$ cat src/rtl/arb_pkg.sv
// rtl/arb_pkg.sv - shared types and widths for the fetch/data RAM arbiter
// Purpose: arbiter FSM state, request kinds and counter widths used by
//          mem_arbiter and arb_lat_cnt.
// Ports:   none (package).
package arb_pkg;

   typedef enum logic [1:0] {
      IDLE      = 2'd0,
      DATA_BUSY = 2'd1,
      INST_BUSY = 2'd2,
      DONE      = 2'd3
   } arb_state_t;

   typedef enum logic [1:0] {
      NONE  = 2'd0,
      FETCH = 2'd1,
      LOAD  = 2'd2,
      STORE = 2'd3
   } req_kind_t;

   // The counter must hold the largest legal latency, so it is sized for
   // the top of the MEM_LAT range rather than one particular instance.
   localparam int MEM_LAT_MAX = 7;
   localparam int CNT_W       = $clog2(MEM_LAT_MAX + 1);

   // Holds the largest legal STARVE_MAX (15).
   localparam int STARVE_W    = 4;

endpackage

$ cat src/rtl/arb_lat_cnt.sv
// rtl/arb_lat_cnt.sv - loadable down-counter timing one RAM access
// Purpose: loads LOAD_VAL when an access is granted and counts down once per
//          cycle; done is high in the last busy cycle, i.e. the cycle whose
//          closing edge brings the count to zero.
// Ports:   clk, rst (async, active-high), load (grant strobe),
//          done (count is 1, expires at the next edge).
module arb_lat_cnt
   import arb_pkg::*;
#(
   parameter int LOAD_VAL = 2
) (
   input  logic clk,
   input  logic rst,
   input  logic load,
   output logic done
);

   logic [CNT_W-1:0] count;

   always_ff @(posedge clk or posedge rst) begin
      if (rst) begin
         count <= '0;
      end else if (load) begin
         count <= CNT_W'(LOAD_VAL);
      end else if (count != '0) begin
         count <= count - 1'b1;
      end
   end

   assign done = (count == CNT_W'(1));

endmodule

$ cat src/rtl/mem_arbiter.sv
// rtl/mem_arbiter.sv - fetch/data arbiter for the shared single-port RAM
// Purpose: grants one access at a time to the fetch or memory stage, drives
//          the registered RAM command, returns read data with a one-cycle
//          valid pulse and produces the pipeline stall signals. Data beats
//          fetch, except that fetch is forced through after STARVE_MAX
//          consecutive data grants while it waits.
// Ports:   clk, rst (async, active-high)
//          if_req/if_addr, flush          - fetch request, fetch discard
//          mem_rd/mem_wr/mem_addr/mem_wdata - data request
//          if_valid/if_rdata, mem_valid/mem_rdata - completions
//          ram_en/ram_we/ram_addr/ram_wdata - registered RAM command
//          ram_rdata                       - RAM read data, MEM_LAT after ram_en
//          stall_pc, stall_mem             - combinational stage stalls
module mem_arbiter
   import arb_pkg::*;
#(
   parameter int ADDR_W     = 32,
   parameter int DATA_W     = 32,
   parameter int MEM_LAT    = 2,
   parameter int STARVE_MAX = 3
) (
   input  logic              clk,
   input  logic              rst,
   input  logic              if_req,
   input  logic [ADDR_W-1:0] if_addr,
   input  logic              flush,
   input  logic              mem_rd,
   input  logic              mem_wr,
   input  logic [ADDR_W-1:0] mem_addr,
   input  logic [DATA_W-1:0] mem_wdata,
   output logic              if_valid,
   output logic [DATA_W-1:0] if_rdata,
   output logic              mem_valid,
   output logic [DATA_W-1:0] mem_rdata,
   output logic              ram_en,
   output logic              ram_we,
   output logic [ADDR_W-1:0] ram_addr,
   output logic [DATA_W-1:0] ram_wdata,
   input  logic [DATA_W-1:0] ram_rdata,
   output logic              stall_pc,
   output logic              stall_mem
);

   arb_state_t          state;
   req_kind_t           kind;
   logic [STARVE_W-1:0] starve_cnt;
   logic                flush_pend;

   logic mem_req;
   logic starved;
   logic data_win;
   logic inst_win;
   logic grant;
   logic cnt_done;
   logic in_done;

   assign mem_req  = mem_rd | mem_wr;
   assign starved  = if_req && (starve_cnt == STARVE_W'(STARVE_MAX));
   assign data_win = (state == IDLE) && mem_req && !starved;
   // A starved fetch blocked by flush leaves the cycle with no grant at all.
   assign inst_win = (state == IDLE) && !data_win && if_req && !flush;
   assign grant    = data_win | inst_win;

   arb_lat_cnt #(
      .LOAD_VAL (MEM_LAT)
   ) u_lat_cnt (
      .clk  (clk),
      .rst  (rst),
      .load (grant),
      .done (cnt_done)
   );

   always_ff @(posedge clk or posedge rst) begin
      if (rst) begin
         state      <= IDLE;
         kind       <= NONE;
         starve_cnt <= '0;
         flush_pend <= 1'b0;
         ram_en     <= 1'b0;
         ram_we     <= 1'b0;
         ram_addr   <= '0;
         ram_wdata  <= '0;
      end else begin
         ram_en <= 1'b0;
         ram_we <= 1'b0;
         case (state)
            IDLE: begin
               if (data_win) begin
                  state     <= DATA_BUSY;
                  kind      <= mem_wr ? STORE : LOAD;
                  ram_en    <= 1'b1;
                  ram_we    <= mem_wr;
                  ram_addr  <= mem_addr;
                  ram_wdata <= mem_wdata;
               end else if (inst_win) begin
                  state    <= INST_BUSY;
                  kind     <= FETCH;
                  ram_en   <= 1'b1;
                  ram_addr <= if_addr;
               end
               if (!if_req || inst_win) begin
                  starve_cnt <= '0;
               end else if (data_win && starve_cnt != STARVE_W'(STARVE_MAX)) begin
                  starve_cnt <= starve_cnt + 1'b1;
               end
            end
            DATA_BUSY: begin
               if (cnt_done) state <= DONE;
            end
            INST_BUSY: begin
               // The RAM read is left to finish; only its result is dropped.
               if (flush) flush_pend <= 1'b1;
               if (cnt_done) state <= DONE;
            end
            DONE: begin
               state      <= IDLE;
               kind       <= NONE;
               flush_pend <= 1'b0;
            end
            default: state <= IDLE;
         endcase
      end
   end

   // The counter has expired in DONE, so ram_rdata is the granted word.
   assign in_done   = (state == DONE);
   assign if_valid  = in_done && (kind == FETCH) && !flush_pend && !flush;
   assign mem_valid = in_done && ((kind == LOAD) || (kind == STORE));
   assign if_rdata  = if_valid ? ram_rdata : '0;
   assign mem_rdata = (mem_valid && kind == LOAD) ? ram_rdata : '0;

   assign stall_pc  = if_req & ~if_valid;
   assign stall_mem = mem_req & ~mem_valid;

   // Requesters must hold their request until completion; a fetch may be
   // withdrawn once it has been flushed.
   a_mem_hold: assert property (@(posedge clk) disable iff (rst)
      (mem_req && !mem_valid) |=> mem_req);
   a_if_hold: assert property (@(posedge clk) disable iff (rst)
      (if_req && !if_valid && !flush && !flush_pend) |=> if_req);

endmodule

$ cat config.mk
export PLATFORM = sky130hd
export DESIGN_NAME = mem_arbiter
export DESIGN_NICKNAME = d
export VERILOG_FILES = /design/src/rtl/arb_pkg.sv /design/src/rtl/arb_lat_cnt.sv /design/src/rtl/mem_arbiter.sv
export SDC_FILE = /design/constraint.sdc
export NUM_CORES = 1
export LEC_CHECK = 0
export BUFFER_PORTS_ARGS = -buffer_cell sky130_fd_sc_hd__clkbuf_2
export CORE_MARGIN = 4
export CORE_UTILIZATION = 42
export CTS_CLUSTER_DIAMETER = 30
export DETAILED_ROUTE_END_ITERATION = 12
export PLACE_DENSITY = 0.83
export SETUP_SLACK_MARGIN = 0.3
export SYNTH_ARGS = -nofsm -noshare
export SYNTH_HDL_FRONTEND = slang
export SYNTH_SLANG_ARGS = --single-unit
$ cat constraint.sdc
create_clock -name clk -period 3.4 [get_ports clk]
set_input_delay 0.68 -clock clk [delete_from_list [all_inputs] [get_ports clk]]
set_output_delay 0.68 -clock clk [all_outputs]
set_load 0.005 [all_outputs]
Yosys cells after proc, flatten, opt, wreduce, memory -nomap -nowiden
Cells that the tools add are included.

$add $sub $neg: 2. Multipliers: 0. Divide/modulo/power cells: 0. Magnitude comparators: 0. Equal/unequal tests: 12. Shifts and indexed selects: 0. Multiplexer cells: 23. Bitwise gates (word level): 6. Reductions and logical operators: 33.

Operator list (count): $mux 32 (4); $logic_and 1x1->1 (12); $reduce_and 2->1 (6); $mux 2 (5); $reduce_bool 2->1 (5); $eq 2x2->1 const B (4); $mux 4 (2); $mux 1 (7); $mux 3 (2); $pmux 2 s3 (1); $logic_not 1->1 (5); $add 4x1->4 const B (1); $eq 2x1->1 const B (2); $eq 4x2->1 const B (1); $ne 4x2->1 const B (1); $pmux 2 s2 (1); $eq 3x1->1 const B (1); $ne 3x3->1 const B (1); $reduce_bool 3->1 (1); $sub 3x1->3 const B (1); $and 1x1->1 (2); $logic_not 2->1 (1); $logic_or 1x1->1 (2); $ne 2x1->1 const B (1); other kinds (5) (7).

Register bits: 78. Bits in latches: 0. RAM bits: 0. Bits in read-only memories: 0. Bits of input ports: 134. Memories: 0.

Logic depth before layout (Yosys ltp)
Depth after elaboration: 11. Gate-level depth with buffers: 7.

Hierarchy
From an unflattened synthesis, not the netlist that was laid out.

Cell total of the unflattened synthesis: 415. Area total of the unflattened synthesis: 4164.0 sq um.

Modules (own cells, without submodules): mem_arbiter (instances 1, cells an instance 395, area each 3961.3 sq um); arb_lat_cnt (instances 1, cells an instance 20, area each 202.7 sq um).

Worst setup path before layout
OpenSTA, ideal clock, no wires.

Path type: input port to output port. Start: in flush. End: out if_rdata[23]. Arrival: 1472 ps. Data required time: 2720 ps. Slack: 1248 ps. Stages: 3. Cell sequence: nor4_2 clkbuf_1 and2_1.

Longest elaborated chain between the ends: 3.

RTL lines: start: declaration (RTL line mem_arbiter.sv:26) `input logic flush,`; $logic_not 1->1 (RTL line mem_arbiter.sv:127) `assign if_valid = in_done && (kind == FETCH) && !flush_pend && !flush;`; $logic_and 1x1->1 (RTL line mem_arbiter.sv:127); net if_valid (RTL line mem_arbiter.sv:31) `output logic if_valid,`; $mux 32 (RTL line mem_arbiter.sv:129) `assign if_rdata = if_valid ? ram_rdata : '0;`; end: declaration (RTL line mem_arbiter.sv:32) `output logic [DATA_W-1:0] if_rdata,`.

The timed path passes the listed nets, and every way through them passes these cells.

Worst setup path in the final report
Start: reg state[0]. End: out if_rdata[31].

Longest elaborated chain between the ends: 5.

RTL lines: start: declaration (RTL line mem_arbiter.sv:44) `arb_state_t state;`; start signal: assignment (RTL line mem_arbiter.sv:75) `state <= IDLE;`; start signal: assignment (RTL line mem_arbiter.sv:89) `state <= DATA_BUSY;`; start signal: assignment (RTL line mem_arbiter.sv:96) `state <= INST_BUSY;`; $eq 2x2->1 (RTL line mem_arbiter.sv:126) `assign in_done = (state == DONE);`; $logic_and 1x1->1 (3 in a row) (RTL line mem_arbiter.sv:127); $mux 32 (RTL line mem_arbiter.sv:129).

No other way between the ends.

==> results.md <==
- Mapped Avg Cell Area: 11.5 µm²
- Synth area leader: sky130_fd_sc_hd__dfrtp_1
- Unrepaired setup endpoints after global routing: false
- Critical Path Source Type: flip-flop
- Kind of end point of the critical path: output port
- Area added between synthesis and finish: 41.8%
- Worst hold slack across all endpoints: 0.317 ns
- Die height: 105 µm
- Area enclosed by the die boundary: 11100 µm²
- Number of placement rows: 35
- Post-synthesis sequential area ratio: 49.0%
- Fill cell total of the finished layout: 772
- Maxcap violations: 0
- Slew Limit Headroom: 32.2%
- Sink count of the clock tree: 78
- Critical path, cell by cell: ha_1, nand2_1, nor4_4, buf_4, and2_1, clkbuf_2
- IR drop worst, VDD: 0.000319 V
- Highest clock rate: 388 MHz
- Pin count of the biggest net entering global routing: 38
- Global-route wire length before repair: 18.1 mm
- Most used flip-flop cell after synthesis: sky130_fd_sc_hd__dfrtp_1
- Deepest level of the CTS H-tree: 3
- Post-CTS Repair Setup Buffers: 0
- Source-to-sink clock delay at the later pin of the worst-skew pair: 0.35 ns
- Count of routing violations after the opening detailed-route iteration: 214
- Largest delay contributor family on the critical path: simple AND/OR/NAND/NOR gates
- # diodes: 0
- Fin. max-slew vios: 0
- Setup slack, reg-to-reg: 1.04 ns
- Buffer cell driving the clock tree root: sky130_fd_sc_hd__clkbuf_8
- First element of the critical path: state[0]$_DFFE_PP0P_
- FF+latch area: 1950 µm²
- Initial antenna violation count: 0
- EDFF count, synth: 0
- Initial cell density of the core: 43.1%
- Critical path depth in cells: 6
- Share of the synthesized area in the top cell type: 49.0%
- Worst R2R Start: state[0]$_DFFE_PP0P_
- CTS tree: built
- Cell count after placement: 725
- Synth cell types: 47
- Overflow after GRT: 0
- Antenna Nets Post-Route: 0
- Number of cells traversed by the worst register-to-register path: 6
- Boundary pin count: 268
- All-layer global routing usage: 19.8%
- Yosys warnings: 0
- Detailed route wirelength on metal2: 5.84 mm
- Drt total wl: 11.5 mm
- Final min period: 2.57 ns
- Total routed wire length on the met1 layer: 4.69 mm
- Nets@finish: 749
- Per-cell via count in the routed design: 5.06
- Floorplan die width: 105 µm
- Final clock skew: 0.0117 ns
- Half-perimeter wire length of the detailed placement result: 8.93 mm
- Synthesized netlist cell count: 346
- Post-cts sizing count: 0
- Leakage Power: 2.87 nW
- Async set or reset register ratio after synthesis: 100%
- Post-Syn Nets: 487
- Critical Path Max Stage Delay: 0.38 ns
- Number of search-and-repair iterations in the first detailed-routing pass: 4
- Largest cells by area after synthesis: sky130_fd_sc_hd__dfrtp_1 (49%), sky130_fd_sc_hd__and2_1 (10%), sky130_fd_sc_hd__mux2_1 (9.0%), sky130_fd_sc_hd__o221a_1 (9.0%), sky130_fd_sc_hd__or3_1 (5.0%)
- Required @ worst endpoint: 2.72 ns
- Routability cong.: 0.923
- Core area: 9240 µm²
- CP bufs+invs: 2
- Hold WC Path Type: in -> async
- Clock transition time at the flip-flop clock pins of the worst setup and hold paths: 0.10 ns
- Topmost layer with routed signal wires: met4
- Last element of the critical path: if_rdata[31]
- Outcome: completed
- Worst reg2reg path endpoint: ram_wdata[21]$_DFFE_PP0P_
- Setup TNS Final: 0 ns
- Total number of vias: 3751
- Slew at the pin closest to its max-slew limit: 1.02 ns
- Area used by multi-input combinational logic: 1880 µm²
- Synth Cell Area: 3990 µm²
- Final Hold Fails: 0
- Final setup violation count: 0
- Number of global-route vias before repair: 3774
- Data arrival, critical path: 1.89 ns
- # hold bufs at CTS: 0
- DRC viols: 0
- Number of flip-flops and latches in the synthesized netlist: 78
- DR WL met3: 841 µm
- Share of the cycle needed by the critical path after routing: 75.7%
- Highest fanout seen on the critical path: 34
- Kind of critical path: reg -> out
- Non-filler cells, final: 742
- Power per Cell Area: 732 nW/µm²
- CTS Buffer Depth: 2
- Slowest cell on the critical path: sky130_fd_sc_hd__dfrtp_1
- Count of input and output buffers: 267
- Inserted Clock Buffers: 9
- WL/cell: 15.5 µm
- Ratio of cells with drive above 1 in the final layout: 49.4%
-- worst min-delay path by stage --
stage,start,to,slack (ns),cells past startpoint
final,rst,ram_addr[19]$_DFFE_PP0P_,0.32,2
after global routing,rst,ram_addr[19]$_DFFE_PP0P_,0.35,2
after CTS,rst,ram_addr[25]$_DFFE_PP0P_,0.32,2
after detailed placement,ram_wdata[11]$_DFFE_PP0P_,ram_wdata[11]$_DFFE_PP0P_,0.47,1
after global placement,ram_wdata[25]$_DFFE_PP0P_,ram_wdata[25]$_DFFE_PP0P_,0.47,1
after floorplan,u_lat_cnt.count[1]$_DFFE_PP0P_,u_lat_cnt.count[1]$_DFFE_PP0P_,0.46,1
-- cell type report --
type	count	share of cell area [%]
repair buffers	276	25.0
clock buffers	9	2.19
inverters	15	1.02
well taps	129	2.86
clock inverters	7	1.15
multi-input cells	228	33.3
flip-flops and latches	78	34.5
-- worst register-to-register path: cells and delay by family, from the launching register on --
kind / cells / cell delay [ns]
multiplexers: 1 / 0.41
adder cells (fa/ha/maj): 1 / 0.18
flip-flops: 1 / 0.41
AO/OA/AOI/OAI: 1 / 0.22
buffers and inverters: 2 / 0.33
AND/OR/NAND/NOR: 1 / 0.70
-- registers in the layout (all words and copies together) (netlist names) --
name             cells
starve_cnt           4
flush_pend           1
state                2
kind                 2
ram_addr            32
ram_we               1
ram_wdata           32
u_lat_cnt.count      3
ram_en               1
-- power by group --
part	switching, mW	internal [mW]
clock	0.383	0.284
sequential	0.278	1.39
combinational	0.857	0.947
total	1.52	2.62
-- routing by layer --
layer  track usage, %  vias up
li1                 -     1776
met1             24.5     1829
met2             33.7      133
met3             5.39       13
met4             5.62        0
met5                0        -
-- Yosys cell counts, types with 2 or more instances --
| master | count |
|---|---|
| sky130_fd_sc_hd__clkbuf_1 | 12 |
| sky130_fd_sc_hd__and2_1 | 64 |
| sky130_fd_sc_hd__nor2_1 | 9 |
| sky130_fd_sc_hd__nand3_1 | 5 |
| sky130_fd_sc_hd__nand2_1 | 3 |
| sky130_fd_sc_hd__o2111ai_1 | 2 |
| sky130_fd_sc_hd__buf_6 | 3 |
| sky130_fd_sc_hd__nor3_1 | 2 |
| sky130_fd_sc_hd__a211o_1 | 2 |
| sky130_fd_sc_hd__or3_1 | 32 |
| sky130_fd_sc_hd__mux2i_1 | 2 |
| sky130_fd_sc_hd__o21ai_0 | 4 |
| sky130_fd_sc_hd__inv_1 | 15 |
| sky130_fd_sc_hd__o221a_1 | 32 |
| sky130_fd_sc_hd__dfrtp_1 | 78 |
| sky130_fd_sc_hd__or4_1 | 2 |
| sky130_fd_sc_hd__nand2b_1 | 2 |
| sky130_fd_sc_hd__ha_1 | 7 |
| sky130_fd_sc_hd__o221ai_1 | 3 |
| sky130_fd_sc_hd__buf_2 | 9 |
| sky130_fd_sc_hd__mux2_1 | 32 |
-- cell families after synthesis --
logic type               Yosys count  share of synthesized area [%]
AO/OA/AOI/OAI                     56                           14.1
XOR/XNOR                           1                          0.220
adder cells (fa/ha/maj)            7                           2.20
buffers and inverters             40                           4.71
flip-flops                        78                           49.0
multiplexers                      34                           9.54
AND/OR/NAND/NOR                  130                           20.2
-- cells in the final DEF (no fill, tap or decap), types with 4 or more instances in the layout --
| master | Yosys | routed |
|---|---|---|
| sky130_fd_sc_hd__nand3_1 | 5 | 5 |
| sky130_fd_sc_hd__o21ai_0 | 4 | 4 |
| sky130_fd_sc_hd__nor2_1 | 9 | 9 |
| sky130_fd_sc_hd__buf_4 | 1 | 8 |
| sky130_fd_sc_hd__and2_1 | 64 | 64 |
| sky130_fd_sc_hd__clkbuf_2 | 0 | 267 |
| sky130_fd_sc_hd__clkbuf_8 | 0 | 9 |
| sky130_fd_sc_hd__mux2_1 | 32 | 32 |
| sky130_fd_sc_hd__inv_1 | 15 | 14 |
| sky130_fd_sc_hd__o221a_1 | 32 | 32 |
| sky130_fd_sc_hd__or3_1 | 32 | 32 |
| sky130_fd_sc_hd__dfrtp_1 | 78 | 78 |
| sky130_fd_sc_hd__ha_1 | 7 | 7 |
-- through the flow --
stage / util, % / area (µm²) / total power [mW] / setup slack, ns
after floorplan: - / 3990 / 2.74 / 0.725
after global placement: 59.0 / 5450 / 3.40 / 0.632
after detailed placement: 59.0 / 5450 / 3.50 / 0.502
after CTS: 61.0 / 5640 / 4.17 / 0.842
after global routing: 61.2 / 5650 / 4.45 / 0.654
final: 61.2 / 5650 / 4.14 / 0.825
No activity file was read; power rests on OpenSTA's default activity.
